<file path="config.mk">
export PLATFORM = sky130hd
export DESIGN_NAME = seq_divider_8bit
export DESIGN_NICKNAME = d
export VERILOG_FILES = /design/src/rtl/seq_divider_8bit.sv
export SDC_FILE = /design/constraint.sdc
export NUM_CORES = 1
export LEC_CHECK = 0
export ABC_AREA = 1
export CORE_MARGIN = 3
export CORE_UTILIZATION = 54
export CTS_CLUSTER_DIAMETER = 200
export DETAILED_ROUTE_END_ITERATION = 8
export PLACE_DENSITY_LB_ADDON = 0.1
export RECOVER_POWER = 50
export SETUP_SLACK_MARGIN = 0.1
export SKIP_CTS_REPAIR_TIMING = 1
export SLEW_MARGIN = 40
export SYNTH_ARGS = -nofsm -noshare
export SYNTH_HDL_FRONTEND = slang
export SYNTH_SLANG_ARGS = --single-unit
</file>
<file path="constraint.sdc">
create_clock -name clk -period 4.18 [get_ports clk]
set_clock_uncertainty 0.05 [all_clocks]
set_input_delay 0.627 -clock clk [delete_from_list [all_inputs] [get_ports clk]]
set_output_delay 0.627 -clock clk [all_outputs]
set_load 0.02 [all_outputs]
</file>
<file path="src/rtl/seq_divider_8bit.sv">
// seq_divider_8bit
// Iterative restoring divider: one trial subtraction per clock, producing an
// unsigned quotient and remainder WIDTH cycles after an accepted start.
//
// Optional feature: define SEQ_DIVIDER_SIGNED_EN to add the signed_mode input.
// In signed mode the operand magnitudes are divided and the signs are restored
// at the completing edge (quotient truncates toward zero, remainder takes the
// dividend's sign).
//
// Ports:
//   clk          in   clock, all state updates on rising edge
//   rst          in   synchronous active-high reset
//   start        in   request, sampled only when busy=0
//   dividend     in   numerator, captured with start
//   divisor      in   denominator, captured with start
//   signed_mode  in   (SEQ_DIVIDER_SIGNED_EN only) two's complement operands
//   busy         out  operation in progress
//   done         out  one-cycle pulse, results valid
//   quotient     out  quotient, held until the next completion
//   remainder    out  remainder, held until the next completion
//   div_by_zero  out  captured divisor was zero, held with results

module seq_divider_8bit #(
    parameter int unsigned WIDTH = 8
) (
    input  logic             clk,
    input  logic             rst,
    input  logic             start,
    input  logic [WIDTH-1:0] dividend,
    input  logic [WIDTH-1:0] divisor,
`ifdef SEQ_DIVIDER_SIGNED_EN
    input  logic             signed_mode,
`endif
    output logic             busy,
    output logic             done,
    output logic [WIDTH-1:0] quotient,
    output logic [WIDTH-1:0] remainder,
    output logic             div_by_zero
);

    localparam int unsigned CW = (WIDTH > 1) ? $clog2(WIDTH) : 1;

    typedef enum logic {IDLE, CALC} state_e;

    state_e           state_q;
    // The accepted partial remainder is always below the divisor, so its
    // WIDTH+1'th bit is permanently zero and is not stored.
    logic [WIDTH-1:0] rem_acc_q;
    logic [WIDTH-1:0] quo_sh_q;
    logic [WIDTH-1:0] divisor_q;
    logic [CW-1:0]    cnt_q;
    logic             busy_q;
    logic             done_q;
    logic [WIDTH-1:0] quotient_q;
    logic [WIDTH-1:0] remainder_q;
    logic             dbz_q;

    logic [WIDTH:0]   shifted_d;
    logic [WIDTH:0]   diff_d;
    logic [WIDTH-1:0] rem_acc_d;
    logic [WIDTH-1:0] quo_sh_d;
    logic [WIDTH-1:0] mag_a_d;
    logic [WIDTH-1:0] mag_b_d;
    logic [WIDTH-1:0] quo_fin_d;
    logic [WIDTH-1:0] rem_fin_d;

`ifdef SEQ_DIVIDER_SIGNED_EN
    logic             a_neg_d;
    logic             b_neg_d;
    logic             a_neg_q;
    logic             b_neg_q;
    logic [WIDTH-1:0] dividend_q;
`endif

    // Trial subtraction and operand magnitudes.
    always_comb begin
        shifted_d = {rem_acc_q, quo_sh_q[WIDTH-1]};
        diff_d    = shifted_d - {1'b0, divisor_q};
        if (!diff_d[WIDTH]) begin
            rem_acc_d = diff_d[WIDTH-1:0];
            quo_sh_d  = {quo_sh_q[WIDTH-2:0], 1'b1};
        end else begin
            rem_acc_d = shifted_d[WIDTH-1:0];
            quo_sh_d  = {quo_sh_q[WIDTH-2:0], 1'b0};
        end

`ifdef SEQ_DIVIDER_SIGNED_EN
        a_neg_d   = signed_mode & dividend[WIDTH-1];
        b_neg_d   = signed_mode & divisor[WIDTH-1];
        mag_a_d   = a_neg_d ? (~dividend + 1'b1) : dividend;
        mag_b_d   = b_neg_d ? (~divisor + 1'b1) : divisor;
        quo_fin_d = (a_neg_q ^ b_neg_q) ? (~quo_sh_d + 1'b1) : quo_sh_d;
        rem_fin_d = a_neg_q ? (~rem_acc_d + 1'b1) : rem_acc_d;
        // Magnitude division by zero would return |dividend|; report the
        // raw dividend and an all-ones quotient regardless of signs.
        if (divisor_q == '0) begin
            quo_fin_d = '1;
            rem_fin_d = dividend_q;
        end
`else
        mag_a_d   = dividend;
        mag_b_d   = divisor;
        quo_fin_d = quo_sh_d;
        rem_fin_d = rem_acc_d;
`endif
    end

    always_ff @(posedge clk) begin
        if (rst) begin
            state_q     <= IDLE;
            rem_acc_q   <= '0;
            quo_sh_q    <= '0;
            divisor_q   <= '0;
            cnt_q       <= '0;
            busy_q      <= 1'b0;
            done_q      <= 1'b0;
            quotient_q  <= '0;
            remainder_q <= '0;
            dbz_q       <= 1'b0;
`ifdef SEQ_DIVIDER_SIGNED_EN
            a_neg_q     <= 1'b0;
            b_neg_q     <= 1'b0;
            dividend_q  <= '0;
`endif
        end else begin
            done_q <= 1'b0;
            case (state_q)
                IDLE: begin
                    if (start) begin
                        rem_acc_q <= '0;
                        quo_sh_q  <= mag_a_d;
                        divisor_q <= mag_b_d;
                        cnt_q     <= CW'(WIDTH - 1);
                        busy_q    <= 1'b1;
                        state_q   <= CALC;
`ifdef SEQ_DIVIDER_SIGNED_EN
                        a_neg_q    <= a_neg_d;
                        b_neg_q    <= b_neg_d;
                        dividend_q <= dividend;
`endif
                    end
                end
                CALC: begin
                    rem_acc_q <= rem_acc_d;
                    quo_sh_q  <= quo_sh_d;
                    cnt_q     <= cnt_q - 1'b1;
                    if (cnt_q == '0) begin
                        quotient_q  <= quo_fin_d;
                        remainder_q <= rem_fin_d;
                        dbz_q       <= (divisor_q == '0);
                        done_q      <= 1'b1;
                        busy_q      <= 1'b0;
                        state_q     <= IDLE;
                    end
                end
                default: state_q <= IDLE;
            endcase
        end
    end

    assign busy        = busy_q;
    assign done        = done_q;
    assign quotient    = quotient_q;
    assign remainder   = remainder_q;
    assign div_by_zero = dbz_q;

endmodule

</file>
==> key figures, run 1 <==
Route
  – DR pass1 iterations: 4
  – Routed wire length per instance: approximately 12 um
  – Vias per std cell: 4.93
  – Antenna Nets Post-Route: 0
  – DR iter-0 viols: 146
  – Vias: around 2000
  – Final WL: 4670 um
  – DRC violations left: 0

STA
  – Hold Vio Cnt, Final: 0
  – RSZ-0062 raised after global routing: false
  – Hold slack: 0.400 ns
  – Crit path time final: ~2.7 ns
  – Setup TNS: 0 ns
  – Final Cycle Share: 0.642
  – Worst slew pin tran: 0.865 ns
  – Slew headroom: 0.423
  – Fmax: 0.373 GHz
  – Max-slew violation count: 0
  – Final worst setup slack: about 1.5 ns
  – Final setup vio count: 0

Final layout
  – P&R area growth vs syn: 21.3%
  – Ant. Diodes: 0
  – Ratio of cells with drive above 1 in the final layout: 0.0793
  – Net count, final: 382

Global routing
  – Vias in the first global route: 1736
  – Largest net degree at the start of global routing: 19
  – Total grt overflow: 0
  – GRT Total Usage: 0.194
  – Initial antenna violation count: 0
  – First-pass GRT wire length: 7800 um

Placement
  – Detailed placer's ending HPWL: 3490 um
  – Gp weighted congestion: 0.806
  – # port buffers: 37
  – Pre-CTS setup slack: approximately 1.6 ns

Worst setup path
  – FF-to-FF Start: state_q
  – Crit end category: register
  – Crit path launch type: register
  – Worst Path Required: 4.33 ns
  – Setup crit start: state_q
  – CP max FO: 17
  – Setup Crit Path Kind: reg2reg
  – WP data arrival: around 2.8 ns

Synth
  – Yosys top cell area share: 0.405
  – Cell area after synthesis: 2320 sq um
  – Commonest cells in the netlist: 92 x nand2_1, 49 x inv_1, 47 x dfxtp_1
  – Mapped Cells: 314
  – Yosys cell types: 32
  – Top cells by area, synth: dfxtp_1 41%, nand2_1 15%, inv_1 7.9%
  – Number of flops mapped to enable cells by yosys: 0
  – Most frequent cell after synthesis: nand2_1
  – Syn Nets: approximately 340
  – Sequential cell area fraction in the yosys report: 0.405
  – Yosys warns: 0
  – Ys async rst share: 0
  – Syn Area/Cell: 7.40 sq um
  – Yosys top cell by area: dfxtp_1
  – FF+latch count, synth: 47
  – Synth Flop Type: dfxtp_1

Hold path
  – Hold path start: remainder[6]
  – Hold Crit Class: reg2reg

Clocking
  – Clk_lat worst skew: 0.30 ns
  – TritonCTS Buffers: 5
  – TritonCTS clock tree: done
  – Clk pin slew, worst setup/hold paths: 0.09 ns
  – Clock Tree Root: clkbuf_8
  – Clock sinks: 47
  – Clk buf depth: 2
  – H-tree levels: 2

Power
  – Maximum VDD drop: just under 300 uV
  – Sw frac: 0.358
  – Sw Pwr: 0.000484 W
  – Clk pwr share: 0.259
  – Register share of total power: 0.379
  – Total power: roughly 0.0014 W
  – Logic gate share of total power: 0.362
  – Internal power: 0.000869 W
  – Power Dens Cells: 480 nW/um^2
  – Leakage Power: 1.35 nW

Floorplan
  – Die width: 71.6 um
  – DIE AREA: approximately 5100 sq um
  – Die Span Y: between 70 and 80 um
  – I/O Pins: 38
  – Starting Density: 0.568
  – Std cell rows: 23
  – Core area: 4090 sq um

Job
  – MaxCap Viol Count: 0

Run status
  – Status: finished clean
-- cells by family (layout without fill, tap and decap cells) --
family,after synthesis,in the layout,synth area share
xor gates and xnor gates,3,3,0.0113
adders and majority gates,11,11,0.0625
buffers and inverters,58,97,0.111
AOI/OAI and AO/OA,45,45,0.119
DFF,47,47,0.405
and+or+nand+nor,150,150,0.291
-- critical path, stage by stage, from the launching register on --
cell	delay (ns)
dfxtp_1	0.31
clkbuf_1	0.65
inv_1	0.28
nand2_1	0.43
clkinv_1	0.43
nand2_1	0.14
o221ai_1	0.13
nand2_1	0.09
inv_1	0.05
-- placed cells by master (no fill, tap or decap), types with 4 or more instances in the layout --
cell              n
a21oi_1          16
clkbuf_8          6
clkdlybuf4s50_1  17
dfxtp_1          47
dlygate4sd3_1    20
ha_1             10
inv_1            49
nand2_1          92
nand2_2           9
nand3_1          24
nand3b_1          5
nor2_1           11
o21ai_0          17
o221ai_1          4
-- path summary, 6_finish.rpt --
check | to | slack [ns] | cells after the start
setup / recovery | quo_sh_q[2] | 1.50 | 8
hold / removal | remainder[6] | 0.40 | 2
setup reg to reg | quo_sh_q[2] | 1.50 | 8
hold reg to reg | remainder[6] | 0.40 | 2
-- sequential cells by signal, indices dropped and copies added (netlist names) --
| register | flops |
|---|---|
| div_by_zero | 1 |
| quotient | 8 |
| quo_sh_q | 8 |
| state_q | 1 |
| done | 1 |
| busy | 1 |
| divisor_q | 8 |
| remainder | 8 |
| cnt_q | 3 |
| rem_acc_q | 8 |
-- stage by stage --
stage,cell area [sq um],util,std cells
CTS,2820,0.690,403
floorplan,2320,-,314
detailed placement,2700,0.661,395
global route,2820,0.690,403
global placement,2700,0.661,395
finish,2820,0.690,403
-- routing by layer --
metal	wire (um)	up-vias	GRT usage
met5	0	-	0
met4	83	0	0.0877
met3	230	6	0.0379
met2	1920	50	0.269
met1	2440	857	0.290
li1	-	1074	-
-- final cells by class --
class	instances	area [sq um]
clock inverters	2	38.8
repair buffers	39	382
clock buffers	6	82.6
fillers	366	1270
multi-input cells	209	1120
well taps	50	62.6
flip-flops and latches	47	941
inverters	50	188
-- power by group through the flow --
stage / logic [W] / registers [W] / clock network (W)
finish: 0.000489 / 0.000513 / 0.000350
global route: 0.000559 / 0.000518 / 0.000371
CTS: 0.000494 / 0.000513 / 0.000355
detailed placement: 0.000492 / 0.000523 / 0
global placement: 0.000485 / 0.000522 / 0
floorplan: 0.000377 / 0.000530 / 0
(Power assumes the default switching activity.)
==> inputs of run 2 (changes only) <==
CORE_UTILIZATION = 53   (was 54)
clock period = 2.5 ns   (was 4.18 ns; I/O delays follow)
==> key figures, run 2 (synthesis results as in run 1) <==
Route
  – Final WL: 4920 um (+5.2%)
  – Antenna Nets Post-Route: 0 (unchanged)
  – Vias per std cell: 5.05 (+2.5%)
  – DR pass1 iterations: 4 (unchanged)
  – Routed wire length per instance: 12.1 um (+4.4%)
  – DR iter-0 viols: 155 (+6.2%)
  – Vias: 2052 (+3.3%)
  – DRC violations left: 0 (unchanged)

Floorplan
  – Die width: 72.2 um (+0.87%)
  – I/O Pins: 38 (unchanged)
  – Die Span Y: 72.2 um (+0.87%)
  – Std cell rows: 23 (unchanged)
  – Starting Density: 0.564 (-0.00397)
  – DIE AREA: 5210 sq um (+1.7%)
  – Core area: 4120 sq um (+0.70%)

Global routing
  – First-pass GRT wire length: 8560 um (+9.7%)
  – Total grt overflow: 0 (unchanged)
  – Initial antenna violation count: 0 (unchanged)
  – GRT Total Usage: 0.204 (+0.00930)
  – Vias in the first global route: 1861 (+7.2%)
  – Largest net degree at the start of global routing: 18 (-1)

Final layout
  – Filler Cell Count: 388 (+6.0%)
  – P&R area growth vs syn: 21.9%
  – Multi-input gate area: 1120 sq um (-0.22%)
  – Net count, final: 385 (+0.79%)
  – Core Util, Final: 0.688 (-0.00178)
  – FF+latch area: 941 sq um (unchanged)
  – Most common cell after layout, fill and taps aside: nand2_1
  – Ratio of cells with drive above 1 in the final layout: 0.0787 (-0.000668)
  – Ant. Diodes: 0 (unchanged)
  – Most frequent cells in the layout: 92 x nand2_1, 49 x inv_1, 47 x dfxtp_1

Placement
  – Detailed placer's ending HPWL: 3720 um (+6.7%)
  – # port buffers: 37 (unchanged)
  – Gp weighted congestion: 0.872 (+8.2%)

Power
  – Maximum VDD drop: 378 uV (+30%)
  – Leakage Power: 1.34 nW (-1.3%)
  – Power Dens Cells: 807 nW/um^2 (+68%)

Run status
  – Status: finished clean

STA
  – Final setup vio count: 0 (unchanged)
  – Setup TNS: 0 ns (unchanged)
  – Slew headroom: 0.468 (+0.0449)
  – Final Cycle Share: 0.848 (+0.206)
  – RSZ-0062 raised after global routing: false
  – Fmax: 0.472 GHz (+27%)
  – Crit path time final: 2.12 ns (-0.563 ns)
  – Worst slew pin tran: 0.795 ns (-0.0703 ns)
  – Hold Vio Cnt, Final: 0 (unchanged)
  – Max-slew violation count: 0 (unchanged)

Worst setup path
  – Slowest cell on the critical path: fa_1
  – Crit end category: register
  – Setup Crit Path Kind: reg2reg
  – Flop2flop setup slack: 0.38 ns (-1.12 ns)
  – Worst path cell trace: inv_1 > ha_1 > inv_1 > fa_1 > nand2_2 > nand2_2 > nand3_2 > nand3_2 > nand2_4 > nand2_1 > nand3_1 > a21oi_1
  – Crit path launch type: register
  – Crit-path max cell delay: 0.41 ns (-0.24 ns)
  – Delay-heaviest family, CP: simple AND/OR/NAND/NOR gates
  – Worst Path Required: 2.61 ns (-1.72 ns)
  – CP max FO: 10 (-7)
  – WP data arrival: 2.23 ns (-0.60 ns)
  – Worst path bufs/invs: 2 (-2)

Clocking
  – TritonCTS clock tree: done
  – Clk pin slew, worst setup/hold paths: 0.09 ns (about the same)
  – Clock sinks: 47 (unchanged)
  – TritonCTS Buffers: 5 (unchanged)
  – H-tree levels: 2 (unchanged)
  – Clk buf depth: 2 (unchanged)
  – Clk_lat worst skew: 0.30 ns (about the same)
  – Clock Tree Root: clkbuf_8

Job
  – MaxCap Viol Count: 0 (unchanged)

Hold path
  – Hold Crit Class: reg2reg
[run 2: path summary, 6_finish.rpt]
path | start | end | cells after the start
worst min-delay path | remainder[2] | remainder[2] | 2
worst max-delay path | quo_sh_q[7] | rem_acc_q[3] | 12
worst min register to register | remainder[2] | remainder[2] | 2
worst max register to register | quo_sh_q[7] | rem_acc_q[3] | 12
[run 2: routing by layer]
| metal | global-route usage | part of all wire |
|---|---|---|
| met5 | 0 | 0 |
| met4 | 0.0564 | 0.0087 |
| met3 | 0.0332 | 0.044 |
| met2 | 0.304 | 0.43 |
| met1 | 0.303 | 0.51 |
[run 2: tightest hold or removal path, stage by stage, from the launching register on]
cell and delay [ns]:
dfxtp_1 0.31, nand2_1 0.06, nand2_1 0.04
[run 2: final cells by class]
type	instances	area share
multi-input combinational	209	0.396
sequential	47	0.332
timing repair buffer	42	0.140
inverter	50	0.0663
clock buffer	6	0.0292
tap	50	0.0221
clock inverter	2	0.0137
[run 2: power by group]
group / internal [W] / total (W) / switching (W)
combinational: 0.000313 / 0.000828 / 0.000515
clock: 0.000329 / 0.000598 / 0.000268
sequential: 0.000816 / 0.000860 / 0.0000441
[run 2: metrics by stage]
| step | power [W] | worst slack, ns | instance area (sq um) | std cells | hold WS [ns] |
|---|---|---|---|---|---|
| 2_1_floorplan | 0.00152 | 0.646 | 2320 | 314 | 0.397 |
| 3_3_place_gp | 0.00169 | 0.454 | 2720 | 398 | 0.386 |
| 3_5_place_dp | 0.00170 | 0.348 | 2720 | 398 | 0.391 |
| 4_1_cts | 0.00230 | 0.419 | 2840 | 406 | 0.407 |
| 5_1_grt | 0.00245 | 0.190 | 2830 | 406 | 0.418 |
| 6_report | 0.00229 | 0.380 | 2830 | 406 | 0.400 |
